**src/rtl/pipe_pkg.sv**
```systemverilog
// Shared types and constants for the in-order RV32 pipeline hazard logic.
//   sb_entry_t : one scoreboard slot {valid, we, load, rd}
//   FWD_RF     : forwarding select value meaning "use register-file data"
//   OPC_*      : RV32 base opcode encodings used by decode
package pipe_pkg;

    // rd is stored at a fixed maximum width so the struct can live in the
    // package; the top zero-extends its AW-bit register addresses into it.
    localparam int unsigned SB_AW_MAX = 8;

    localparam int unsigned FWD_RF = 0;

    localparam logic [6:0] OPC_LOAD   = 7'b0000011;
    localparam logic [6:0] OPC_STORE  = 7'b0100011;
    localparam logic [6:0] OPC_OP_IMM = 7'b0010011;
    localparam logic [6:0] OPC_OP     = 7'b0110011;
    localparam logic [6:0] OPC_BRANCH = 7'b1100011;
    localparam logic [6:0] OPC_JAL    = 7'b1101111;
    localparam logic [6:0] OPC_JALR   = 7'b1100111;

    typedef struct packed {
        logic                 valid;
        logic                 we;
        logic                 load;
        logic [SB_AW_MAX-1:0] rd;
    } sb_entry_t;

endpackage

```
**src/rtl/pipe_fwd_match.sv**
```systemverilog
// Priority search of the scoreboard for one source register.
//   entries : scoreboard, index 0 = youngest (EX)
//   rs      : source register address
//   used    : source is actually read
//   hit     : some in-flight entry writes rs (never for x0 or unused rs)
//   ready   : the youngest such writer already has its data
//   sel     : youngest writer index + 1 (0 when no hit)
module pipe_fwd_match
    import pipe_pkg::*;
#(
    parameter int unsigned DEPTH      = 2,
    parameter int unsigned LOAD_READY = 1,
    parameter int unsigned AW         = 5,
    parameter int unsigned SW         = $clog2(DEPTH + 1)
) (
    input  sb_entry_t [DEPTH-1:0] entries,
    input  logic [AW-1:0]         rs,
    input  logic                  used,
    output logic                  hit,
    output logic                  ready,
    output logic [SW-1:0]         sel
);

    always_comb begin
        hit   = 1'b0;
        ready = 1'b0;
        sel   = '0;
        // First match from the young end wins; older matches are ignored,
        // so a ready older writer can never hide an unready younger one.
        for (int unsigned k = 0; k < DEPTH; k++) begin
            if (!hit && used && (rs != '0) && entries[k].valid && entries[k].we &&
                (entries[k].rd == SB_AW_MAX'(rs))) begin
                hit   = 1'b1;
                ready = !entries[k].load || (k >= LOAD_READY);
                sel   = SW'(k + 1);
            end
        end
    end

endmodule

```
**src/rtl/pipe_hazard_unit.sv**
```systemverilog
// Hazard detection and operand forwarding for the in-order RV32 pipeline.
// Tracks in-flight writers in a DEPTH-entry shift register, forwards the
// youngest ready producer, stalls decode on load-use, kills the issue slot on
// a taken branch, and keeps saturating stall/flush cycle counters.
//   clk_i, rst_i           clock, synchronous active-high reset
//   issue_*                decode-stage instruction description
//   rs1/rs2_addr/used/rf   source addresses, usage flags, RF read data
//   stage_data_i           result per entry, slice k = entry k
//   flush_i                taken branch/jump this cycle
//   stall_o                hold PC and IF/DE, inject bubble
//   fwd_a/b_sel_o          0 = RF, k+1 = entry k
//   opa_o, opb_o           forwarded operands
//   stall_cnt_o/flush_cnt_o saturating perf counters
module pipe_hazard_unit
    import pipe_pkg::*;
#(
    parameter int unsigned XLEN       = 32,
    parameter int unsigned NUM_REGS   = 32,
    parameter int unsigned DEPTH      = 2,
    parameter int unsigned LOAD_READY = 1,
    parameter int unsigned CNT_W      = 32,
    localparam int unsigned AW        = $clog2(NUM_REGS),
    localparam int unsigned SW        = $clog2(DEPTH + 1)
) (
    input  logic                  clk_i,
    input  logic                  rst_i,
    input  logic                  issue_valid_i,
    input  logic                  issue_we_i,
    input  logic                  issue_load_i,
    input  logic [AW-1:0]         issue_rd_i,
    input  logic [AW-1:0]         rs1_addr_i,
    input  logic [AW-1:0]         rs2_addr_i,
    input  logic                  rs1_used_i,
    input  logic                  rs2_used_i,
    input  logic [XLEN-1:0]       rs1_rf_i,
    input  logic [XLEN-1:0]       rs2_rf_i,
    input  logic [DEPTH*XLEN-1:0] stage_data_i,
    input  logic                  flush_i,
    output logic                  stall_o,
    output logic [SW-1:0]         fwd_a_sel_o,
    output logic [SW-1:0]         fwd_b_sel_o,
    output logic [XLEN-1:0]       opa_o,
    output logic [XLEN-1:0]       opb_o,
    output logic [CNT_W-1:0]      stall_cnt_o,
    output logic [CNT_W-1:0]      flush_cnt_o
);

    sb_entry_t [DEPTH-1:0] entries;

    logic          a_hit, a_ready, b_hit, b_ready;
    logic [SW-1:0] a_sel, b_sel;
    logic          issue_ok;

    pipe_fwd_match #(
        .DEPTH      (DEPTH),
        .LOAD_READY (LOAD_READY),
        .AW         (AW)
    ) u_match_a (
        .entries (entries),
        .rs      (rs1_addr_i),
        .used    (rs1_used_i),
        .hit     (a_hit),
        .ready   (a_ready),
        .sel     (a_sel)
    );

    pipe_fwd_match #(
        .DEPTH      (DEPTH),
        .LOAD_READY (LOAD_READY),
        .AW         (AW)
    ) u_match_b (
        .entries (entries),
        .rs      (rs2_addr_i),
        .used    (rs2_used_i),
        .hit     (b_hit),
        .ready   (b_ready),
        .sel     (b_sel)
    );

    // flush_i has priority: a wrong-path instruction never stalls or issues.
    always_comb begin
        stall_o     = issue_valid_i && !flush_i &&
                      ((a_hit && !a_ready) || (b_hit && !b_ready));
        issue_ok    = issue_valid_i && !stall_o && !flush_i;
        fwd_a_sel_o = (a_hit && a_ready) ? a_sel : SW'(FWD_RF);
        fwd_b_sel_o = (b_hit && b_ready) ? b_sel : SW'(FWD_RF);
    end

    always_comb begin
        opa_o = rs1_rf_i;
        opb_o = rs2_rf_i;
        for (int unsigned k = 0; k < DEPTH; k++) begin
            if (fwd_a_sel_o == SW'(k + 1)) opa_o = stage_data_i[k*XLEN +: XLEN];
            if (fwd_b_sel_o == SW'(k + 1)) opb_o = stage_data_i[k*XLEN +: XLEN];
        end
    end

    // The retiring tail entry simply falls off, so an issue to the same rd
    // in that cycle is tracked only by the new entry 0.
    always_ff @(posedge clk_i) begin
        if (rst_i) begin
            entries <= '0;
        end else begin
            for (int unsigned k = 1; k < DEPTH; k++) begin
                entries[k] <= entries[k-1];
            end
            if (issue_ok) begin
                entries[0] <= '{valid: 1'b1, we: issue_we_i, load: issue_load_i,
                                rd: SB_AW_MAX'(issue_rd_i)};
            end else begin
                entries[0] <= '0;
            end
        end
    end

    always_ff @(posedge clk_i) begin
        if (rst_i) begin
            stall_cnt_o <= '0;
            flush_cnt_o <= '0;
        end else begin
            if (stall_o && (stall_cnt_o != '1)) stall_cnt_o <= stall_cnt_o + 1'b1;
            if (flush_i && (flush_cnt_o != '1)) flush_cnt_o <= flush_cnt_o + 1'b1;
        end
    end

endmodule
```
**config.mk**
```make
export PLATFORM = sky130hd
export DESIGN_NAME = pipe_hazard_unit
export DESIGN_NICKNAME = d
export VERILOG_FILES = /design/src/rtl/pipe_pkg.sv /design/src/rtl/pipe_fwd_match.sv /design/src/rtl/pipe_hazard_unit.sv
export SDC_FILE = /design/constraint.sdc
export NUM_CORES = 1
export LEC_CHECK = 0
export CAP_MARGIN = 20
export CORE_AREA = 2 2 123 125
export DETAILED_ROUTE_END_ITERATION = 7
export DIE_AREA = 0 0 125 127
export GPL_ROUTABILITY_DRIVEN = 0
export PLACE_DENSITY = 0.72
export SYNTH_ARGS = -nofsm -noshare
export SYNTH_HDL_FRONTEND = slang
export SYNTH_SLANG_ARGS = --single-unit
```
**constraint.sdc**
```tcl
create_clock -name clk_i -period 7.9 [get_ports clk_i]
set_input_delay 1.58 -clock clk_i [delete_from_list [all_inputs] [get_ports clk_i]]
set_output_delay 1.58 -clock clk_i [all_outputs]
set_load 0.02 [all_outputs]
```
Word level (Yosys, flattened, before mapping)

Cells that the tools add are included.

Flip-flop bits (word level): 85
Bits in latches: 0
Memory bits (writable): 0
Bits in read-only memories: 0
Bits of input ports: 151
Output and inout port bits: 133
Word-level logic and storage cells: 81
Memories: 0

Add/subtract/negate cells: 2
Multipliers: 0
Div/mod/pow operators: 0
Magnitude comparators: 0
Equality and inequality tests: 10
Shift-type cells: 0
Muxes and demuxes: 19
Bitwise logic cells: 1
Reduce and logical (&&, ||, !) cells: 39

Operators by type and width:

| operator              | number |
|---|---|
| $mux 32               | 4 |
| $add 32x1->32 const B | 2 |
| $ne 32x32->1 const B  | 2 |
| $eq 8x5->1            | 4 |
| $logic_and 1x1->1     | 28 |
| $mux 11               | 1 |
| $mux 1                | 10 |
| $reduce_bool 5->1     | 2 |
| $mux 2                | 4 |
| $logic_not 1->1       | 7 |
| $eq 2x1->1 const B    | 2 |
| $eq 2x2->1 const B    | 2 |
| $reduce_or 2->1       | 1 |
| $logic_or 1x1->1      | 1 |
| $not 1->1             | 1 |

Longest topological paths before layout

Gate-level depths: netlist of the first run.

Depth after elaboration: 22
Mapped depth: 9
Gate-level depth less buffers: 7

Modules after synthesis

From an unflattened synthesis of the first run, not the netlist that was laid out.

Cells, all modules: 708
Area total of the unflattened synthesis: 5424.0 um2

By module, submodules not included:

| module           | times used | cells each | area each (um2) | sequential area each (um2) |
|---|---|---|---|---|
| pipe_hazard_unit | 1          | 662        | 5051.1          | 1601.5 |
| pipe_fwd_match   | 2          | 23         | 186.4           | 0.0 |

Least setup slack after synthesis of the first run

No wires, ideal clock.

Kind: input-to-output
Start point: input port rs2_addr_i[0]
End point: output port opb_o[22]
Arrival time: 3.370 ns
Required time: 6.320 ns
Setup slack: 2.950 ns
Stages: 7
Path buffers: 1
Cell sequence: or4_1 o21ai_2 or3_4 nor4b_4 buf_2 a22o_1 a21o_1

Longest elaborated chain between the ends: 18
Elaborated cells on any way between the ends: 25
Those cells by class: eq/ne (4); mux (9); reduce/logical (12)

RTL lines:

| what                            | line                   | RTL |
|---|---|---|
| from (decl)                     | pipe_hazard_unit.sv:32 | `input logic [AW-1:0] rs2_addr_i,` |
| $reduce_bool 5->1               | pipe_fwd_match.sv:31   | `if (!hit && used && (rs != '0) && entries[k].valid && entries[k].we &&` |
| $logic_and 1x1->1 (4 in series) | pipe_fwd_match.sv:31   |  |
| $mux 1                          | pipe_fwd_match.sv:31   |  |
| $logic_not 1->1                 | pipe_fwd_match.sv:31   |  |
| $logic_and 1x1->1 (5 in series) | pipe_fwd_match.sv:31   |  |
| $mux 1                          | pipe_fwd_match.sv:31   |  |
| $logic_and 1x1->1               | pipe_hazard_unit.sv:86 | `fwd_b_sel_o = (b_hit && b_ready) ? b_sel : SW'(FWD_RF);` |
| $mux 2 (*)                      | pipe_hazard_unit.sv:86 |  |
| named net fwd_b_sel_o[1]        | pipe_hazard_unit.sv:41 | `output logic [SW-1:0] fwd_b_sel_o,` |
| $eq 2x1->1                      | pipe_hazard_unit.sv:94 | `if (fwd_b_sel_o == SW'(k + 1)) opb_o = stage_data_i[k*XLEN +: XLEN];` |
| $mux 32                         | pipe_hazard_unit.sv:94 |  |
| $mux 32 (*)                     | pipe_hazard_unit.sv:94 |  |
| to (decl)                       | pipe_hazard_unit.sv:43 | `output logic [XLEN-1:0] opb_o,` |

Mark *: on every way through the listed nets, which the timed path passes. The rest lies on a longest branch.

Worst setup path after layout of the first run

Start point: input port rs2_addr_i[0]
End point: output port opb_o[7]

Longest elaborated chain between the ends: 18
Elaborated cells on any way between the ends: 25
Those cells by class: eq/ne (4); mux (9); reduce/logical (12)

RTL lines:

| what                            | line |
|---|---|
| $reduce_bool 5->1               | pipe_fwd_match.sv:31 |
| $logic_and 1x1->1 (4 in series) | pipe_fwd_match.sv:31 |
| $mux 1                          | pipe_fwd_match.sv:31 |
| $logic_not 1->1                 | pipe_fwd_match.sv:31 |
| $logic_and 1x1->1 (5 in series) | pipe_fwd_match.sv:31 |
| $mux 1                          | pipe_fwd_match.sv:31 |
| $logic_and 1x1->1               | pipe_hazard_unit.sv:86 |
| $mux 2 (*)                      | pipe_hazard_unit.sv:86 |
| $eq 2x1->1                      | pipe_hazard_unit.sv:94 |
| $mux 32                         | pipe_hazard_unit.sv:94 |
| $mux 32 (*)                     | pipe_hazard_unit.sv:94 |

Every way passes the cells marked *; elsewhere a longest branch is shown, timed or not.

==> impl_metrics.ini, run 1 <==
[status]
status = finished clean

[routing]
dr_total_vias = 5888
wl_met2_um = 10720
first_pass_iters = 5
m1WireLength_um = 7884
first_iter_violations = 340
highest_layer = met4
post_drt_wl_per_cell_um = 19.31
ant_nets = 0
totalWireLength_um = 20600
drt-vias-per-instance = 5.518
wl_met3_um = 1369
drc = 0

[power]
p_leak_nw = 3.063
peakVddDrop_uv = 115.6
power_density_nw_per_um2 = 122.0

[clock_tree]
cts_buffer_depth = 2
htreeDepth = 3
cts_made_buffers = 9
postCtsHoldBufs = 0
clk_latency_ns = 0.33
cts_resized = 0
tritoncts = done
cts.reportedPaths.clkPinSlew_ns = 0.06
cts.sinks = 79
postCtsSetupBuffers = 0
clockRootBuffer = clkbuf_16

[placed_design]
hpwl_um = 16120
port_buffers = 283
place_worst_setup_slack_ns = 1.529

[timing]
skew_ns = 0.005746
slew_viol_final = 0
hold_viol = 0
setup_tns_ns = 0
setup_viol = 0
worst_pin_slew_ns = 0.8404
fmax_mhz = 157.3
slew_headroom_pct = 43.54
min_period_over_period_pct = 80.49
finalWorstSetupSlack_ns = 1.541
fin_crit_ns = 6.359
rsz0062_at_grt = no

[critical_path]
crit_fanout = 18
cp-end-kind = output pin
crit_required_ns = 6.32
crit_type = input port to output pin
worstSetupStartpointType = input port
crit_arrival_ns = 4.78

[logic_synthesis]
synth_ff_type = dfxtp_1
synth-edff-count = 0
yosys_warnings = 0
synth-seq-cells = 79
post_synth.cell_area_avg_um2 = 8.294
seq_area_frac_synth_pct = 31.47
async_reset_ff_share_pct = 0
netlist_area_um2 = 5026
synthDistinctLibCells = 46
postSynthCellCount = 606
syn-num-nets = 759

[die]
die_y_um = 127
core_area_um2 = 14420
num_rows = 44
die_w_um = 125
dieArea_um2 = 15880
initial_core_util_pct = 34.85
io_pins = 284

[global_route]
track_usage_pct = 24.90
grt_start_max_net_pins = 76
antenna_found_initial = 5
grt_pass1_vias = 5846
grt_pass1_wl_um = 31810
grt-ovfl-total = 0

[finish]
area_delta_synth_final_pct = 65.50
post-route-util_pct = 57.67
drive_gt1_share_pct = 5.011
layout.nets = 1026

[run]
max_cap_viol_count = 0

[worst_hold_path]
hp-class = flop to flop
cell usage after synthesis (3+ instances only):
library cell	instances	area, um2
a21oi_1	32	160.2
dfxtp_1	79	1582
xor2_1	16	140.1
inv_1	7	26.28
buf_2	13	65.06
nor2_1	51	191.4
a21o_1	65	488.0
nor2b_1	9	56.30
clkbuf_1	20	75.07
or4_1	9	67.56
or3_1	25	156.4
nand3_1	34	170.2
and4_1	7	61.31
and3_1	5	31.28
nand2_1	25	93.84
xnor2_1	31	271.5
o31ai_1	6	45.04
nor3_1	12	60.06
o21ai_0	26	130.1
nor4_1	3	18.77
nand4_1	29	181.4
and2_1	9	56.30
a22o_1	64	560.5
metrics by stage:
step                total power, mW  instances  hold slack, ns  cell area (um2)
finish                        1.015       1067          0.5041             8318
global route                  1.053       1067          0.5131             8318
CTS                           1.023       1062          0.4973             8305
detailed placement           0.5960       1046          0.4771             7995
global placement             0.5943       1046          0.4745             7995
floorplan                    0.4705        606          0.4594             5026
cells in the final DEF, fill, tap and decap left out, types with 26 or more instances in the layout:
cell type	n
clkdlybuf4s50_1	282
dfxtp_1	79
a21o_1	65
a22o_1	64
nor2_1	47
nand3_1	34
a21oi_1	32
xnor2_1	31
nand4_1	29
o21ai_0	26
worst paths after layout:
kind | from | cells past startpoint | slack [ns] | to
min reg2reg | entries[10]$_SDFF_PP0_ | 1 | 0.50 | entries[21]$_SDFF_PP0_
max | rs2_addr_i[0] | 9 | 1.54 | opb_o[7]
max reg2reg | stall_cnt_o[0]$_SDFFE_PP0P_ | 7 | 5.29 | stall_cnt_o[9]$_SDFFE_PP0P_
min | entries[10]$_SDFF_PP0_ | 1 | 0.50 | entries[21]$_SDFF_PP0_
layer usage:
metal,track usage (%),vias to the layer above
met5,0,-
met1,28.85,2806
met3,6.240,38
li1,-,2809
met4,11.11,0
met2,43.61,235
layout make-up:
cell class                      count  area, um2
Clock buffer                       13      270.3
Inverter                            7      26.28
Fill cell                        1256       6106
Tap cell                          184      230.2
Clock inverter                      3      40.04
Antenna cell                        5      12.51
Timing Repair Buffer              292       2895
Sequential cell                    79       1582
Multi-Input combinational cell    484       3262
flip-flops by register name (all words and copies together), names as in the netlist:
signal and count:
flush_cnt_o 32, stall_cnt_o 32, entries 15
worst max-delay path: stages:
cell,delay [ns]
clkdlybuf4s50_1,0.55
xnor2_1,0.15
nand4_1,0.13
or3_4,0.42
nor2_2,0.64
buf_4,0.35
a22o_1,0.18
a21o_1,0.14
clkdlybuf4s50_1,0.62
logic make-up (layout without fill, tap and decap cells):
group / after synthesis / after routing / synth area share [%]
buf+inv: 43 / 315 / 3.834
compound gates: 204 / 204 / 30.17
fa+ha+maj: 2 / 2 / 0.4978
mux: 3 / 3 / 0.6472
simple gates: 228 / 228 / 25.19
xor+xnor: 47 / 47 / 8.190
other cells: 0 / 5 / 0
flops: 79 / 79 / 31.47
power breakdown:
group | total (mW) | internal (mW) | switching [mW] | leakage, nW
registers | 0.405 | 0.401 | 0.00378 | 0.637
logic | 0.183 | 0.114 | 0.0692 | 2.27
clock network | 0.427 | 0.270 | 0.158 | 0.156
total | 1.01 | 0.784 | 0.231 | 3.06
Power figures use the tool's default switching activity.
==> run 2, diff against run 1 <==
- clock period: 7.9 -> 6.4 ns (I/O delays scaled with it)
==> impl_metrics.ini, run 2 (synthesized netlist as in run 1, its figures left out) <==
[die]
die_w_um = 125
dieArea_um2 = 15880
io_pins = 284
core_area_um2 = 14420
initial_core_util_pct = 34.85
num_rows = 44
die_y_um = 127

[global_route]
antenna_found_initial = 2
grt_use_met1_pct = 28.30
grt_start_max_net_pins = 60
grt_pass1_vias = 5727
met2_usage_pct = 44.25
grt-ovfl-total = 0
grt_use_met3_pct = 5.151
grt-busiest-layer = met2
grt_pass1_wl_um = 31150
track_usage_pct = 24.23

[timing]
rsz0062_at_grt = no
skew_ns = 0.01221
min_period_over_period_pct = 87.77
worst_pin_slew_ns = 0.9649
setup_tns_ns = 0
fin_crit_ns = 5.617
slew_headroom_pct = 35.18
fmax_mhz = 178.0
setup_viol = 0
slew_viol_final = 0
hold_viol = 0

[run]
max_cap_viol_count = 0

[clock_tree]
htreeDepth = 3
cts.sinks = 79
postCtsHoldBufs = 0
tritoncts = done
postCtsSetupBuffers = 0
cts_buffer_depth = 2
cts_made_buffers = 9
cts_resized = 0
cts.reportedPaths.clkPinSlew_ns = 0.06
clockRootBuffer = clkbuf_16
clk_latency_ns = 0.33

[critical_path]
reg2reg_from = stall_cnt_o[0]$_SDFFE_PP0P_
worstSetupStartpointType = input port
crit_path_top_delay_cell = or4_1
crit_fanout = 34
path_delay_family = buffers and inverters
crit_required_ns = 5.12
path_cells = clkdlybuf4s50_1 > or4_1 > o21ai_2 > or3_4 > nor4b_4 > buf_4 > nor2_2 > buf_4 > a21o_1 > clkdlybuf4s50_1
max_stage_delay_ns = 0.56
cp-end-kind = output pin
crit_arrival_ns = 4.34
crit_buf_inv = 4
cp-startpoint = rs2_addr_i[0]
crit_type = input port to output pin

[finish]
fin_cells = 1064
post-route-util_pct = 57.53
area_delta_synth_final_pct = 65.10
layout_common_cells = clkdlybuf4s50_1, dfxtp_1, a21o_1, a22o_1, nor2_1
fillers = 1309
final_common_cell = clkdlybuf4s50_1
layout.nets = 1027
drive_gt1_share_pct = 4.897
top_regs = flush_cnt_o: 32 flops, stall_cnt_o: 32 flops, entries: 15 flops

[placed_design]
port_buffers = 283
post-place-cells = 1047
hpwl_um = 16100

[routing]
dr_total_vias = 5887
first_iter_violations = 237
drc = 0
totalWireLength_um = 20330
post_drt_wl_per_cell_um = 19.11
drt-vias-per-instance = 5.533
ant_nets = 0
first_pass_iters = 4

[power]
power_density_nw_per_um2 = 147.7
p_leak_nw = 3.054
peakVddDrop_uv = 122.0

[worst_hold_path]
hp-class = flop to flop
worstHoldStart = entries[10]$_SDFF_PP0_

[status]
status = finished clean
-- run 2: area by class of cell --
type	instances	area [um2]	area share, %
timing repair buffer	293	2903	34.98
clock buffer	12	246.5	2.970
tap	184	230.2	2.774
antenna	2	5.005	0.06031
inverter	7	26.28	0.3166
clock inverter	3	43.79	0.5277
sequential	79	1582	19.06
multi-input combinational	484	3262	39.31
-- run 2: per-stage QoR --
step / worst slack (ns) / hold slack, ns / cell area [um2] / total power [mW]
CTS: 0.7717 / 0.4834 / 8293 / 1.236
floorplan: 2.050 / 0.4594 / 5026 / 0.5808
global placement: 0.8265 / 0.4768 / 8003 / 0.7331
global route: 0.6766 / 0.5066 / 8298 / 1.269
finish: 0.7830 / 0.4799 / 8298 / 1.225
detailed placement: 0.7833 / 0.4755 / 8003 / 0.7356
-- run 2: where the power goes --
group	switching [mW]	total (mW)	internal, mW
Clock	0.190	0.501	0.311
Sequential	0.00449	0.500	0.495
Combinational	0.0850	0.225	0.140
Total	0.279	1.23	0.946
-- run 2: final timing paths --
check,cells after the start,end,slack [ns]
max reg2reg,7,stall_cnt_o[9]$_SDFFE_PP0P_,3.82
min reg2reg,1,entries[21]$_SDFF_PP0_,0.48
min,1,entries[21]$_SDFF_PP0_,0.48
max,10,opb_o[7],0.78
-- run 2: layer usage --
layer  share of wire (%)  vias to the layer above
met1                  39                     2802
met4                 2.3                        0
li1                    -                     2813
met5                   0                        -
met3                 6.5                       30
met2                  52                      242
-- run 2: worst reg2reg max path: stages (launching register included) --
cell	delay (ns)
dfxtp_1	0.43
ha_1	0.20
nand3_1	0.09
or2_2	0.31
or4b_1	0.83
nand2_1	0.22
nor3_1	0.07
mux2_1	0.32
